$ cat config.mk
export PLATFORM = sky130hd
export DESIGN_NAME = vid_scan_flat
export DESIGN_NICKNAME = d
export VERILOG_FILES = /design/src/rtl/vid_mem_if.sv /design/src/rtl/vid_scan.sv /design/src/flat_wrapper.sv
export SDC_FILE = /design/constraint.sdc
export NUM_CORES = 1
export LEC_CHECK = 0
export CAP_MARGIN = 20
export CELL_PAD_IN_SITES_DETAIL_PLACEMENT = 0
export CELL_PAD_IN_SITES_GLOBAL_PLACEMENT = 1
export CORE_AREA = 2 2 109 132
export CTS_CLUSTER_DIAMETER = 150
export CTS_CLUSTER_SIZE = 14
export DETAILED_ROUTE_END_ITERATION = 10
export DIE_AREA = 0 0 111 134
export PLACE_DENSITY_LB_ADDON = 0.1
export SYNTH_ARGS = -nofsm -noshare
export SYNTH_HDL_FRONTEND = slang
export SYNTH_SLANG_ARGS = --single-unit
$ cat constraint.sdc
create_clock -name clk -period 3.63 [get_ports clk]
set_clock_uncertainty 0.2 [all_clocks]
set_input_delay 0.726 -clock clk [delete_from_list [all_inputs] [get_ports clk]]
set_output_delay 0.726 -clock clk [all_outputs]
set_load 0.01 [all_outputs]
$ cat src/rtl/vid_mem_if.sv
// Synchronous read port between the scan-out stage and the video memory.
// rd_data is expected one clock after the cycle in which rd_en is high.
interface vid_mem_if;
  logic        rd_en;
  logic [14:0] rd_addr;
  logic [31:0] rd_data;

  modport master (output rd_en, output rd_addr, input rd_data);
  modport slave  (input rd_en, input rd_addr, output rd_data);
endinterface

$ cat src/rtl/vid_scan.sv
// vid_scan: XGA raster timing plus 1-bit pixel serializer for the B/W video path.
// Counters (hcount, vcount) drive registered hsync/vsync/blank/pix with latency 1.
// Frame-buffer words are fetched two pixel clocks ahead of their first pixel.
// Optional build macro VID_INVERT_EN adds a frame-synchronous 'invert' input.
module vid_scan #(
  parameter int H_VIS  = 1024,
  parameter int H_FP   = 24,
  parameter int H_SYNC = 136,
  parameter int H_BP   = 160,
  parameter int V_VIS  = 768,
  parameter int V_FP   = 3,
  parameter int V_SYNC = 6,
  parameter int V_BP   = 29
) (
  input  logic      clk,
  input  logic      rst,
  vid_mem_if.master mem,
`ifdef VID_INVERT_EN
  input  logic      invert,
`endif
  output logic      hsync,
  output logic      vsync,
  output logic      blank,
  output logic      pix
);
  localparam int H_TOTAL = H_VIS + H_FP + H_SYNC + H_BP;
  localparam int V_TOTAL = V_VIS + V_FP + V_SYNC + V_BP;

  localparam logic [10:0] H_LAST = 11'(H_TOTAL - 1);
  localparam logic [10:0] H_PRE  = 11'(H_TOTAL - 2);
  localparam logic [10:0] H_VISC = 11'(H_VIS);
  localparam logic [10:0] H_LWRD = 11'(H_VIS - 2);
  localparam logic [10:0] HS_BEG = 11'(H_VIS + H_FP);
  localparam logic [10:0] HS_END = 11'(H_VIS + H_FP + H_SYNC);
  localparam logic [9:0]  V_LAST = 10'(V_TOTAL - 1);
  localparam logic [9:0]  V_VISC = 10'(V_VIS);
  localparam logic [9:0]  VS_BEG = 10'(V_VIS + V_FP);
  localparam logic [9:0]  VS_END = 10'(V_VIS + V_FP + V_SYNC);

  logic [10:0] hcount_q, hcount_d;
  logic [9:0]  vcount_q, vcount_d;
  logic        fresh_q, fresh_d;     // still in line 0 of the first frame after reset
  logic        rd_en_q, rd_en_d;
  logic [14:0] rd_addr_q, rd_addr_d;
  logic        pend_q, pend_d;       // rd_data is valid this cycle
  logic [31:0] hold_q, hold_d;
  logic [31:0] shift_q, shift_d;
  logic        hsync_q, hsync_d, vsync_q, vsync_d, blank_q, blank_d, pix_q, pix_d;
  logic        inv_q, inv_d;
  logic        h_wrap, vis, raw;
  logic [9:0]  fetch_line;
  logic [4:0]  fetch_word;

  assign mem.rd_en   = rd_en_q;
  assign mem.rd_addr = rd_addr_q;
  assign hsync = hsync_q;
  assign vsync = vsync_q;
  assign blank = blank_q;
  assign pix   = pix_q;

  // Raster counters; fresh clears at the first line wrap after reset.
  always_comb begin
    h_wrap   = (hcount_q == H_LAST);
    hcount_d = h_wrap ? 11'd0 : hcount_q + 11'd1;
    vcount_d = vcount_q;
    if (h_wrap) vcount_d = (vcount_q == V_LAST) ? 10'd0 : vcount_q + 10'd1;
    fresh_d  = fresh_q & ~h_wrap;
  end

  // Fetch decode on the next counter value so rd_en is high while hcount = 32w-2.
  // Line 0 of the first frame is skipped: its word 0 slot already went by.
  always_comb begin
    rd_en_d    = 1'b0;
    rd_addr_d  = rd_addr_q;
    fetch_line = vcount_d;
    fetch_word = 5'(hcount_d[9:5] + 5'd1);
    if (hcount_d == H_PRE) begin
      fetch_line = (vcount_d == V_LAST) ? 10'd0 : vcount_d + 10'd1;
      fetch_word = 5'd0;
      rd_en_d    = (fetch_line < V_VISC);
    end else if (hcount_d[4:0] == 5'd30 && hcount_d < H_LWRD) begin
      rd_en_d = (vcount_d < V_VISC) && !(fresh_q && vcount_d == 10'd0);
    end
    if (rd_en_d) rd_addr_d = {fetch_line, fetch_word};
  end

  // Capture read data, serialize LSB first, and form the registered raster outputs.
  always_comb begin
    pend_d  = rd_en_q;
    hold_d  = pend_q ? mem.rd_data : hold_q;
    vis     = (hcount_q < H_VISC) && (vcount_q < V_VISC);
    raw     = shift_q[0];
    shift_d = shift_q;
    if (vis && hcount_q[4:0] == 5'd0) begin
      raw     = hold_q[0];
      shift_d = hold_q >> 1;
    end else if (vis) begin
      shift_d = shift_q >> 1;
    end
`ifdef VID_INVERT_EN
    inv_d = (hcount_d == 11'd0 && vcount_d == 10'd0) ? invert : inv_q;
`else
    inv_d = 1'b0;
`endif
    hsync_d = !(hcount_q >= HS_BEG && hcount_q < HS_END);
    vsync_d = !(vcount_q >= VS_BEG && vcount_q < VS_END);
    blank_d = !vis;
    pix_d   = vis & (raw ^ inv_q);
  end

  // State registers, asynchronous active-low reset.
  always_ff @(posedge clk or negedge rst) begin
    if (!rst) begin
      hcount_q  <= '0;
      vcount_q  <= '0;
      fresh_q   <= 1'b1;
      rd_en_q   <= 1'b0;
      rd_addr_q <= '0;
      pend_q    <= 1'b0;
      hold_q    <= '0;
      shift_q   <= '0;
      inv_q     <= 1'b0;
      hsync_q   <= 1'b1;
      vsync_q   <= 1'b1;
      blank_q   <= 1'b1;
      pix_q     <= 1'b0;
    end else begin
      hcount_q  <= hcount_d;
      vcount_q  <= vcount_d;
      fresh_q   <= fresh_d;
      rd_en_q   <= rd_en_d;
      rd_addr_q <= rd_addr_d;
      pend_q    <= pend_d;
      hold_q    <= hold_d;
      shift_q   <= shift_d;
      inv_q     <= inv_d;
      hsync_q   <= hsync_d;
      vsync_q   <= vsync_d;
      blank_q   <= blank_d;
      pix_q     <= pix_d;
    end
  end
endmodule
$ cat src/flat_wrapper.sv
// flat-port wrapper written by rule: the top's interface ports become plain ports
module vid_scan_flat 
#(
  parameter int H_VIS  = 1024,
  parameter int H_FP   = 24,
  parameter int H_SYNC = 136,
  parameter int H_BP   = 160,
  parameter int V_VIS  = 768,
  parameter int V_FP   = 3,
  parameter int V_SYNC = 6,
  parameter int V_BP   = 29
)
  (clk, rst, hsync, vsync, blank, pix, mem_rd_en, mem_rd_addr, mem_rd_data);
  vid_mem_if mem_i ();
  input  logic clk;
  input  logic rst;
  output logic hsync;
  output logic vsync;
  output logic blank;
  output logic pix;
  output wire logic [$bits(mem_i.rd_en)-1:0] mem_rd_en;
  output wire logic [$bits(mem_i.rd_addr)-1:0] mem_rd_addr;
  input wire logic [$bits(mem_i.rd_data)-1:0] mem_rd_data;
  assign mem_rd_en = mem_i.rd_en;
  assign mem_rd_addr = mem_i.rd_addr;
  assign mem_i.rd_data = mem_rd_data;
  vid_scan #(.H_VIS(H_VIS), .H_FP(H_FP), .H_SYNC(H_SYNC), .H_BP(H_BP), .V_VIS(V_VIS), .V_FP(V_FP), .V_SYNC(V_SYNC), .V_BP(V_BP)) u_core (.clk(clk), .rst(rst), .mem(mem_i), .hsync(hsync), .vsync(vsync), .blank(blank), .pix(pix));
endmodule
==> run summary <==
Commonest cells post-synth: 102 x dfrtp_1, 47 x nand2_1, 42 x o21ai_0
Crit-path max cell delay: 430 ps
Critical path, cell by cell: ha_1 > nand4_1 > nor4_4 > a21oi_1 > ha_1 > and2_1 > a41o_1 > a311o_1 > a22oi_4 > mux2_2
Crit path required time: 3670 ps
Relative slew margins: 0.614
Synth Flop Type: dfrtp_1
Status: finished clean
Vias in the first global route: 3940
Die Y: 134 um
Floorplan row count: 47
CTS tree: built
Initial antenna violation count: 0
Crit. Startpoint: u_core.hcount_q[0]
Global-route wire length before repair: 20.9 mm
Leakage: 2.71 nW
Clk Tree Root Cell: clkbuf_16
Distinct cells, synth: 76
R2r startpoint: u_core.hcount_q[0]
Async set-reset flop share out of synthesis: 1.00
Seq/Total Area, Yosys: 0.483
CTS sink cnt: 106
Syn Nets: 553
Post-place setup slack: 80.8 ps
Final std cells w/o fill: 743
Top cell by count, worst path: ha_1
CP max stage cell: nor4_4
Routed WL per cell: 16.9 um
P&R area growth vs syn: 21.2%
Pin count of the biggest net entering global routing: 84
Nets: 612
Total I/O pin count: 54
Finished Cell Area: 6660 sq um
Core area: 13600 sq um
Port Buf Inserts: 53
Fin crit period: 3450 ps
Cell taking the most area after synthesis: dfrtp_1
Hpwl dp: 8.93 mm
Share of post-route cells with drive strength above 1: 0.212
Post-Synthesis Cell Area: 5500 sq um
Vias: 3974
Synthesized flop and latch total: 106
Placement Cell Area: 6300 sq um
Yosys top cell area share: 0.464
TritonCTS Buffers: 9
Worst EP arrival: 3480 ps
Max Cap Viol: 0
Placer congestion estimate: 0.795
FF-to-FF path depth: 10
Placed cells: 724
GRT Overall Usage: 0.176
Number of synthesized flops with an enable pin: 0
Setup TNS: 0 ps
Fin Hold WS: 85.3 ps
Max FO, Critical Path: 6
Final-report setup violation count: 0
Pins over their slew limit: 0
Starting Density: 0.405
Critical Path Start Type: flip-flop
Post-synthesis cell count: 508
CP endpoint kind: flip-flop
Routed vias/inst: 5.35
# diodes: 0
Grt ovf: 0
R2R setup slack: 180 ps
Max VDD drop: 251 uV
H-tree Lvls: 3
Worst-Skew Late Latency: 350 ps
Reg2reg end: u_core.mem.rd_addr[12]
Synth top area cells: dfrtp_1 46%, mux2_2 7.4%, mux2i_1 6.0%
Die area: 14900 sq um
WL final: 12.5 mm
Drt drc: 0
1st-iter DRT viols: 146
Worst setup endpoint: u_core.mem.rd_addr[12]
Worst slew pin tran: 579 ps
Syn_area_per_cell: 10.8 sq um
Final setup margin: 185 ps
WS Path Type: reg -> reg
F_max: 0.290 GHz
Period utilization: 0.949
HP Class: in -> async
Clock Pin Slew Worst Setup and Hold Paths: 80 ps
Ys Warns: 0
Design Power: 2.26 mW
Max clock buf depth: 2
Detail Route Antenna Nets: 0
Drt pass-1 iters: 4
Most common cell in the netlist: dfrtp_1
Die X: 111 um
PD cells: 339 nW/um^2
Final Hold Vio Count: 0
Final Util: 0.491
## worst min-delay path by stage
stage | cells after the start | start | slack [ps] | to
floorplan | 0 | u_core.mem.rd_en | 220 | u_core.pend_q
global placement | 0 | u_core.mem.rd_en | 160 | u_core.pend_q
detailed placement | 0 | u_core.mem.rd_en | 160 | u_core.pend_q
CTS | 1 | rst | 80 | u_core.vcount_q[1]
global route | 1 | rst | 90 | u_core.vcount_q[7]
finish | 1 | rst | 90 | u_core.vcount_q[1]
## what timing repair did
action,CTS,global route
endpoints found under the setup margin,0,16
hold buffers,0,0
endpoints found under the hold margin,0,0
gates resized for setup,0,12
setup buffers,0,2
## power by group
| part | total, mW | switching, mW | internal, mW | leakage (nW) |
|---|---|---|---|---|
| Combinational | 0.0882 | 0.0367 | 0.0515 | 1.24 |
| Clock | 0.953 | 0.469 | 0.483 | 0.138 |
| Sequential | 1.22 | 0.0137 | 1.21 | 1.33 |
## critical path: cells and delay by family (launching register included)
kind	cells	cell delay, ps
AND/OR/NAND/NOR	3	800
multiplexers	1	370
flip-flops	1	350
adder cells (fa/ha/maj)	2	500
AO/OA/AOI/OAI	4	1110
## sequential cells by signal (all words and copies together) (netlist names)
signal / count
u_core.vcount_q: 10
u_core.blank: 1
u_core.fresh_q: 1
u_core.mem.rd_en: 1
u_core.pix: 1
u_core.pend_q: 1
u_core.hcount_q: 11
u_core.shift_q: 31
u_core.mem.rd_addr: 15
u_core.hold_q: 32
u_core.hsync: 1
u_core.vsync: 1
## cell type report
cell class	count	area, sq um
clock buffer	10	229
clock inverter	6	56.3
fill	1254	6920
inverter	27	103
multi-input combinational	338	2610
sequential	106	2660
tap	171	214
timing repair buffer	85	793
## placed cells by master (no fill, tap or decap), types with 9 or more instances in the layout
cell type	count
xnor2_1	11
inv_1	25
nand2_1	47
clkdlybuf4s50_1	52
dfrtp_1	100
nand4_1	16
mux2i_1	32
mux2_2	36
nor2_1	13
buf_4	31
clkbuf_16	9
nand3_1	11
ha_1	10
o21ai_0	41
## logic make-up after synthesis
group           Yosys count  share of synthesized area
buf+inv                  64                     0.0514
fa+ha+maj                11                     0.0250
flops                   106                      0.483
xor+xnor                 15                     0.0239
simple gates            146                      0.155
mux                      70                      0.136
compound gates           96                      0.125
## per-layer routing
layer / GRT usage / routed length (um) / vias to the layer above
met5: 0 / 0 / -
met2: 0.280 / 5930 / 74
met4: 0.0771 / 351 / 0
met1: 0.235 / 5790 / 1929
met3: 0.0371 / 469 / 22
li1: - / - / 1949
No activity file was read; power rests on OpenSTA's default activity.
